**src/rtl/pkt_af_pacer_if.sv**
```systemverilog
// Packet stream bundle around the almost-full pacer: upstream beat handshake,
// registered downstream beat and the downstream almost_full flag.
interface pkt_af_pacer_if #(
    parameter int DATA_WIDTH  = 512,
    parameter int EMPTY_WIDTH = 6
);
    logic [DATA_WIDTH-1:0]  in_data;
    logic                   in_sop;
    logic                   in_eop;
    logic [EMPTY_WIDTH-1:0] in_empty;
    logic                   in_valid;
    logic                   in_ready;

    logic [DATA_WIDTH-1:0]  out_data;
    logic                   out_sop;
    logic                   out_eop;
    logic [EMPTY_WIDTH-1:0] out_empty;
    logic                   out_valid;
    logic                   out_almost_full;

    // master: the environment (packet source plus downstream sink)
    modport master (
        output in_data, in_sop, in_eop, in_empty, in_valid,
        input  in_ready,
        input  out_data, out_sop, out_eop, out_empty, out_valid,
        output out_almost_full
    );

    // slave: the pacer itself
    modport slave (
        input  in_data, in_sop, in_eop, in_empty, in_valid,
        output in_ready,
        output out_data, out_sop, out_eop, out_empty, out_valid,
        input  out_almost_full
    );
endinterface

```
**src/rtl/pkt_af_pacer.sv**
```systemverilog
// Almost-full packet pacer: gates a packet stream at packet boundaries with resume
// hysteresis and a burst limit. Define PKT_AF_PACER_STATS_EN for the stat counters.
module pkt_af_pacer #(
    parameter int DATA_WIDTH   = 512,
    parameter int EMPTY_WIDTH  = 6,
    parameter int RESUME_DELAY = 0,
    parameter int MAX_BURST    = 0,
    parameter int CNT_WIDTH    = 16
) (
    input  logic                clk,
    input  logic                rst,
    pkt_af_pacer_if.slave       bus
`ifdef PKT_AF_PACER_STATS_EN
    ,
    output logic [31:0]         stat_pkt_cnt,
    output logic [31:0]         stat_pause_cyc
`endif
);

    typedef enum logic [1:0] {IDLE, WAIT, SEND} state_t;

    localparam logic [CNT_WIDTH-1:0] DLY_INIT  = CNT_WIDTH'((RESUME_DELAY > 0) ? RESUME_DELAY - 1 : 0);
    localparam logic [CNT_WIDTH:0]   BURST_LIM = (CNT_WIDTH + 1)'(MAX_BURST);

    generate
        if (EMPTY_WIDTH != $clog2(DATA_WIDTH / 8)) begin : g_bad_empty
            $error("pkt_af_pacer: EMPTY_WIDTH must equal clog2(DATA_WIDTH/8)");
        end
    endgenerate

    state_t               state, state_nxt;
    logic [CNT_WIDTH-1:0] dly_cnt, dly_nxt;
    logic [CNT_WIDTH-1:0] burst_cnt, burst_nxt;
    logic [CNT_WIDTH-1:0] burst_sat;
    logic [CNT_WIDTH:0]   burst_inc;
    logic                 burst_hit;
    logic                 accept;
    logic                 eop_acc;

    // Ready is a pure state decode so almost_full never reaches it combinationally.
    assign bus.in_ready = (state == SEND);
    assign accept       = bus.in_valid & bus.in_ready;
    assign eop_acc      = accept & bus.in_eop;

    assign burst_inc = {1'b0, burst_cnt} + (CNT_WIDTH + 1)'(1);
    assign burst_hit = (MAX_BURST != 0) && (burst_inc == BURST_LIM);
    assign burst_sat = (&burst_cnt) ? burst_cnt : burst_cnt + CNT_WIDTH'(1);

    always_ff @(posedge clk) begin
        if (rst) begin
            state     <= IDLE;
            dly_cnt   <= '0;
            burst_cnt <= '0;
        end else begin
            state     <= state_nxt;
            dly_cnt   <= dly_nxt;
            burst_cnt <= burst_nxt;
        end
    end

    always_comb begin
        state_nxt = state;
        dly_nxt   = dly_cnt;
        burst_nxt = burst_cnt;
        case (state)
            IDLE: begin
                if (!bus.out_almost_full) begin
                    if (RESUME_DELAY == 0) begin
                        state_nxt = SEND;
                        burst_nxt = '0;
                    end else begin
                        state_nxt = WAIT;
                        dly_nxt   = DLY_INIT;
                    end
                end
            end
            WAIT: begin
                if (bus.out_almost_full) begin
                    state_nxt = IDLE;
                end else if (dly_cnt == '0) begin
                    state_nxt = SEND;
                    burst_nxt = '0;
                end else begin
                    dly_nxt = dly_cnt - CNT_WIDTH'(1);
                end
            end
            SEND: begin
                // Exit only on an accepted eop, so a packet is never split.
                if (eop_acc) begin
                    burst_nxt = burst_sat;
                    if (bus.out_almost_full || burst_hit)
                        state_nxt = IDLE;
                end
            end
            default: state_nxt = IDLE;
        endcase
    end

    always_ff @(posedge clk) begin
        if (rst) begin
            bus.out_valid <= 1'b0;
            bus.out_sop   <= 1'b0;
            bus.out_eop   <= 1'b0;
            bus.out_empty <= '0;
        end else begin
            bus.out_valid <= accept;
            bus.out_sop   <= accept & bus.in_sop;
            bus.out_eop   <= eop_acc;
            bus.out_empty <= eop_acc ? bus.in_empty : '0;
        end
    end

    // Data is qualified by out_valid, so it is left unreset.
    always_ff @(posedge clk) begin
        bus.out_data <= bus.in_data;
    end

`ifdef PKT_AF_PACER_STATS_EN
    always_ff @(posedge clk) begin
        if (rst) begin
            stat_pkt_cnt   <= '0;
            stat_pause_cyc <= '0;
        end else begin
            if (eop_acc)
                stat_pkt_cnt <= stat_pkt_cnt + 32'd1;
            if (state != SEND)
                stat_pause_cyc <= stat_pause_cyc + 32'd1;
        end
    end
`endif

endmodule

```
**src/flat_wrapper.sv**
```systemverilog
// flat-port wrapper written by rule: the top's interface ports become plain ports
module pkt_af_pacer_flat 
#(
    parameter int DATA_WIDTH   = 512,
    parameter int EMPTY_WIDTH  = 6,
    parameter int RESUME_DELAY = 0,
    parameter int MAX_BURST    = 0,
    parameter int CNT_WIDTH    = 16
)
  (clk, rst, bus_in_data, bus_in_sop, bus_in_eop, bus_in_empty, bus_in_valid, bus_in_ready, bus_out_data, bus_out_sop, bus_out_eop, bus_out_empty, bus_out_valid, bus_out_almost_full);
  pkt_af_pacer_if #(.DATA_WIDTH(DATA_WIDTH), .EMPTY_WIDTH(EMPTY_WIDTH)) bus_i ();
  input  logic clk;
  input  logic rst;
  input wire logic [$bits(bus_i.in_data)-1:0] bus_in_data;
  input wire logic [$bits(bus_i.in_sop)-1:0] bus_in_sop;
  input wire logic [$bits(bus_i.in_eop)-1:0] bus_in_eop;
  input wire logic [$bits(bus_i.in_empty)-1:0] bus_in_empty;
  input wire logic [$bits(bus_i.in_valid)-1:0] bus_in_valid;
  output wire logic [$bits(bus_i.in_ready)-1:0] bus_in_ready;
  output wire logic [$bits(bus_i.out_data)-1:0] bus_out_data;
  output wire logic [$bits(bus_i.out_sop)-1:0] bus_out_sop;
  output wire logic [$bits(bus_i.out_eop)-1:0] bus_out_eop;
  output wire logic [$bits(bus_i.out_empty)-1:0] bus_out_empty;
  output wire logic [$bits(bus_i.out_valid)-1:0] bus_out_valid;
  input wire logic [$bits(bus_i.out_almost_full)-1:0] bus_out_almost_full;
  assign bus_i.in_data = bus_in_data;
  assign bus_i.in_sop = bus_in_sop;
  assign bus_i.in_eop = bus_in_eop;
  assign bus_i.in_empty = bus_in_empty;
  assign bus_i.in_valid = bus_in_valid;
  assign bus_in_ready = bus_i.in_ready;
  assign bus_out_data = bus_i.out_data;
  assign bus_out_sop = bus_i.out_sop;
  assign bus_out_eop = bus_i.out_eop;
  assign bus_out_empty = bus_i.out_empty;
  assign bus_out_valid = bus_i.out_valid;
  assign bus_i.out_almost_full = bus_out_almost_full;
  pkt_af_pacer #(.DATA_WIDTH(DATA_WIDTH), .EMPTY_WIDTH(EMPTY_WIDTH), .RESUME_DELAY(RESUME_DELAY), .MAX_BURST(MAX_BURST), .CNT_WIDTH(CNT_WIDTH)) u_core (.clk(clk), .rst(rst), .bus(bus_i));
endmodule
```
**config.mk**
```make
export PLATFORM = sky130hd
export DESIGN_NAME = pkt_af_pacer_flat
export DESIGN_NICKNAME = d
export VERILOG_FILES = /design/src/rtl/pkt_af_pacer_if.sv /design/src/rtl/pkt_af_pacer.sv /design/src/flat_wrapper.sv
export SDC_FILE = /design/constraint.sdc
export NUM_CORES = 1
export LEC_CHECK = 0
export ABC_CLOCK_PERIOD_IN_PS = 2050
export CORE_AREA = 10 10 398 400
export CTS_CLUSTER_SIZE = 20
export DETAILED_ROUTE_END_ITERATION = 6
export DIE_AREA = 0 0 408 410
export PLACE_DENSITY = 0.3
export REMOVE_ABC_BUFFERS = 1
export SLEW_MARGIN = 20
export SYNTH_ARGS = -nofsm -noshare
export SYNTH_HDL_FRONTEND = slang
export SYNTH_SLANG_ARGS = --single-unit
```
**constraint.sdc**
```tcl
create_clock -name clk -period 2.05 [get_ports clk]
set_input_delay 0.41 -clock clk [delete_from_list [all_inputs] [get_ports clk]]
set_output_delay 0.41 -clock clk [all_outputs]
set_load 0.01 [all_outputs]
```
# Yosys cells after proc, flatten, opt, wreduce, memory -nomap -nowiden
# Index checks and enable logic that the tools add are counted.
[totals]
output_inout_bits = 522
in_bits = 524
register_bits = 539
[op_classes]
n_eq_ne = 6
bitwise_logic = 6
add_sub_neg = 1
n_mux = 6
n_reduce_logical = 5
[ops]
columns = ["operator", "count"]
rows = [
  ["zero test 16 bit", 1],
  ["subtractor 16 x 1 -> 16 bit (second input constant)", 1],
  ["two-way mux 2 bit", 5],
  ["inequality test 2 bit (second input constant)", 3],
  ["one-hot mux 2 bit (3 select lines)", 1],
  ["AND reduction 4 bit", 1],
  ["AND 1 bit", 3],
  ["inequality test 3 x 2 -> 1 bit (second input constant)", 1],
  ["NOT 1 bit", 3],
  ["AND reduction 3 bit", 1],
  ["== test 2 x 1 -> 1 bit (second input constant)", 1],
  ["== test 2 bit (second input constant)", 1],
  ["zero test 2 bit", 1],
  ["OR reduction 2 bit", 1],
]

# Longest topological paths before layout
[logic_depth]
word_depth = 5
depth_mapped = 3
depth_no_buf = 2

# Least setup slack after synthesis
# No wires, ideal clock.
[synth_timing]
path_kind = "input-to-reg"
from = "input port bus_in_eop"
to = "register u_core.bus.out_empty[0]"
path_buffers = 1
setup_time_ps = 113
t_arrival_ps = 856
path_stages = 3
slack_ps = 1082
path_cell_list = "and4b_1 -> buf_6 -> and2_4"
[synth_between]
elab_chain_len = 3
[synth_rtl]
columns = ["item", "line_no", "text"]
rows = [
  ["start: declaration", "flat_wrapper.sv:16", "input wire logic [$bits(bus_i.in_eop)-1:0] bus_in_eop;"],
  ["AND 1 bit", "pkt_af_pacer.sv:43", "assign eop_acc = accept & bus.in_eop;"],
  ["NOT 1 bit (no source line)", "--", ""],
  ["OR reduction 2 bit (no source line)", "--", ""],
  ["end signal: assignment", "pkt_af_pacer.sv:109", "bus.out_empty <= eop_acc ? bus.in_empty : '0;"],
  ["end: declaration", "pkt_af_pacer_if.sv:33", "output out_data, out_sop, out_eop, out_empty, out_valid,"],
]
# No other way between the ends.
# A chain may end at the register's enable or synchronous reset.

# Worst setup path after layout
[layout_timing]
from = "register u_core.bus.out_data[102]"
to = "output port bus_out_data[102]"
[layout_rtl]
columns = ["item", "line_no", "text"]
rows = [
  ["start: declaration", "pkt_af_pacer_if.sv:33", ""],
  ["start signal: assignment", "pkt_af_pacer.sv:115", "bus.out_data <= bus.in_data;"],
  ["end: declaration", "flat_wrapper.sv:20", "output wire logic [$bits(bus_i.out_data)-1:0] bus_out_data;"],
]
# No word-level cell between the ends.

==> results <==
[worst reg2reg max path: stages (launching register included)]
cell,delay [ps]
dfxtp_1,390
and4b_1,260
buf_4,180
and2_4,160
[per-layer routing]
layer  vias up  wire length, µm  GRT usage  part of all wire
met1      4104            31300      0.103              0.33
li1       3939                -          -                 -
met5         -              584          0            0.0061
met3       184            12100     0.0651              0.13
met2       611            49700      0.196              0.52
met4        88             2530     0.0412             0.026
[power by group through the flow]
stage / Combinational, mW / Sequential, mW / Clock (mW)
after floorplan: 0.00632 / 11.3 / 0
after global placement: 2.86 / 11.1 / 0
after global routing: 2.71 / 10.9 / 13.5
after detailed placement: 2.83 / 11.1 / 0
after CTS: 2.70 / 10.9 / 13.2
final: 2.59 / 10.9 / 12.6
[synth_stat cells]
library cell	count
a21bo_2	1
a21oi_1	1
dfxtp_1	522
and3b_2	1
buf_6	1
and2_1	1
and2_4	6
and4b_1	1
[cells by family after synthesis]
| logic type | synth area share |
|---|---|
| flip-flops | 0.990 |
| AND/OR/NAND/NOR | 0.00747 |
| AO/OA/AOI/OAI | 0.00142 |
| buffers and inverters | 0.00107 |
[layout by cell type (no fill, tap or decap), drive strengths merged]
cell type	instances
and2	7
diode	12
inv	6
a21bo	1
clkdlybuf4s50	827
dlymetal6s2s	3
dlygate4sd2	201
clkinv	14
a21oi	1
and3b	1
clkdlybuf4s15	12
bufinv	4
clkbuf	97
clkdlybuf4s18	1
dfxtp	522
clkinvlp	4
buf	3
and4b	1
[final cells by class]
class / count / share of cell area
Antenna cell: 12 / 0.00117
Clock buffer: 97 / 0.0770
Clock inverter: 28 / 0.0155
Multi-Input combinational cell: 11 / 0.00364
Sequential cell: 522 / 0.406
Tap cell: 2030 / 0.0986
Timing Repair Buffer: 1047 / 0.398
[how the worst max path moves through the flow]
stage,start,end,slack [ps],depth (start not counted)
5_1_grt,u_core.bus.out_data[394],bus_out_data[394],0.07,1
4_1_cts,u_core.bus.out_data[128],bus_out_data[128],0.2,1
6_report,u_core.bus.out_data[102],bus_out_data[102],70,1
2_1_floorplan,rst,u_core.bus.out_empty[0],1100,2
3_3_place_gp,rst,u_core.bus.out_empty[1],210,4
3_5_place_dp,u_core.bus.out_data[360],bus_out_data[360],260,1
[timing repair]
item | 4_1_cts | 5_1_grt
setup buffers | 0 | 0
gates resized for setup | 250 | 3
hold buffers | 0 | 0
pin swaps | 0 | 0
cloned | 0 | 0
endpoints found under the setup margin | 214 | 3
[sequential cells by signal, summed over array words and instances (netlist names)]
register	flops
u_core.bus.out_data	512
u_core.bus.out_empty	6
u_core.bus.out_eop	1
u_core.bus.out_sop	1
u_core.bus.out_valid	1
u_core.state	1
[metrics by stage]
stage / setup WS (ps) / power [mW] / std cells / utilization / instance area (µm²)
floorplan: 1100 / 11.3 / 533 / - / 10500
global placement: 209 / 14.0 / 3610 / 0.156 / 23600
detailed placement: 262 / 13.9 / 3610 / 0.156 / 23600
CTS: 0.207 / 26.8 / 3735 / 0.170 / 25700
global route: 0.0748 / 27.2 / 3739 / 0.171 / 25700
finish: 74.2 / 26.1 / 3747 / 0.171 / 25800
==> results.sh <==
export IMPL_outcome="finished clean"
export IMPL_finalSetupViolCount=0
export IMPL_crit_type="reg -> out"
export IMPL_maxSlewViolCount=0
export IMPL_rrSetupSlack_ps=990
export IMPL_antenna_found_initial=86
export IMPL_power_density_nw_per_um2=1010
export IMPL_row_count=143
export IMPL_ys_ff_latch=522
export IMPL_cts_buffers=70
export IMPL_first_pass_iters=4
export IMPL_die_area_um2=167000
export IMPL_drive_gt1_frac=0.0845
export IMPL_pwr_share_comb=0.099
export IMPL_ir_worst_vdd_v=0.000658
export IMPL_dp_hpwl_um=84800
export IMPL_arrival_ps=1570
export IMPL_hp_class="in -> reg"
export IMPL_avgViaCountPerCell=2.38
export IMPL_grt_start_max_net_pins=13
export IMPL_p_int_mw=19.7
export IMPL_die_h_um=410
export IMPL_skew_ps=9.47
export IMPL_critPathCaptureType="output port"
export IMPL_globalRouteTotalUtil=0.110
export IMPL_synthesis_area_um2=10600
export IMPL_floorplan_initialDensity=0.0700
export IMPL_dr_first_iter_drc_count=302
export IMPL_grt_first_pass_wirelength_um=119000
export IMPL_ys_top_cells_by_area="dfxtp_1 99%, and2_4 0.50%, buf_6 0.11%, a21bo_2 0.095%, and3b_2 0.095%"
export IMPL_p_seq_frac=0.417
export IMPL_leakage_nw=10.0
export IMPL_yosysTopAreaCell="dfxtp_1"
export IMPL_nets=2176
export IMPL_start_kind="register"
export IMPL_period_needed_ps=1980
export IMPL_place_gp_congestion=0.863
export IMPL_h_tree_depth=3
export IMPL_holdPathEnd="u_core.bus.out_data[473]"
export IMPL_syn_to_final_growth_pct=144
export IMPL_pin_count=1046
export IMPL_clock_sinks=522
export IMPL_max_slew_margin_rel=0.748
export IMPL_cts_tree="done"
export IMPL_path_buf_inv=1
export IMPL_reg2reg_depth=3
export IMPL_cpPeakStageDelay_ps=570
export IMPL_holdWs_ps=177
export IMPL_syn_avg_cell_area_um2=19.8
export IMPL_wl_per_cell_um=25.7
export IMPL_postRouteAntennaNets=0
export IMPL_required_ps=1640
export IMPL_clk_pin_slew_worst_paths_ps=60
export IMPL_hold_viol_final=0
export IMPL_cts_buffer_depth=3
export IMPL_critPathSlowestCell="clkdlybuf4s50_1"
export IMPL_max_cap_viol_count=0
export IMPL_tns_ps=0
export IMPL_coreArea_um2=151000
export IMPL_portBuffers=1045
export IMPL_drc=0
export IMPL_timing_rr_start="u_core.state[1]"
export IMPL_synth_distinct_cells=8
export IMPL_multi_input_area_um2=93.8
export IMPL_p_sw_mw=6.41
export IMPL_cts_root_buf="clkbuf_16"
export IMPL_reg2reg_to="u_core.bus.out_empty[1]"
export IMPL_hold_path_startpoint="bus_in_data[473]"
export IMPL_yosysTopAreaCellShare=0.990
export IMPL_crit_chain="clkdlybuf4s50_1"
export IMPL_num_vias=8926
export IMPL_syn_inst=534
export IMPL_crit_fanout=1
export IMPL_rsz0062_at_grt="no"
export IMPL_grt_pass1_vias=10000
export IMPL_ys_warn_count=0
export IMPL_die_w_um=408
export IMPL_clock_power_share=0.484
export IMPL_fmax_ghz=0.506
export IMPL_register_area_um2=10500
export IMPL_yosysSeqAreaShare=0.990
export IMPL_cp_top_family="buffers and inverters"
export IMPL_grt_remaining_overflow=0
export IMPL_holdPathStages=1
export IMPL_post_route_period_util=0.964
export IMPL_wirelength_um=96200
export IMPL_worst_pin_slew_ps=380
export IMPL_switching_share=0.246
export IMPL_fillerInstances=16600
export IMPL_clk_latency_ps=660
Note: power is estimated with default switching activity, not from simulation.
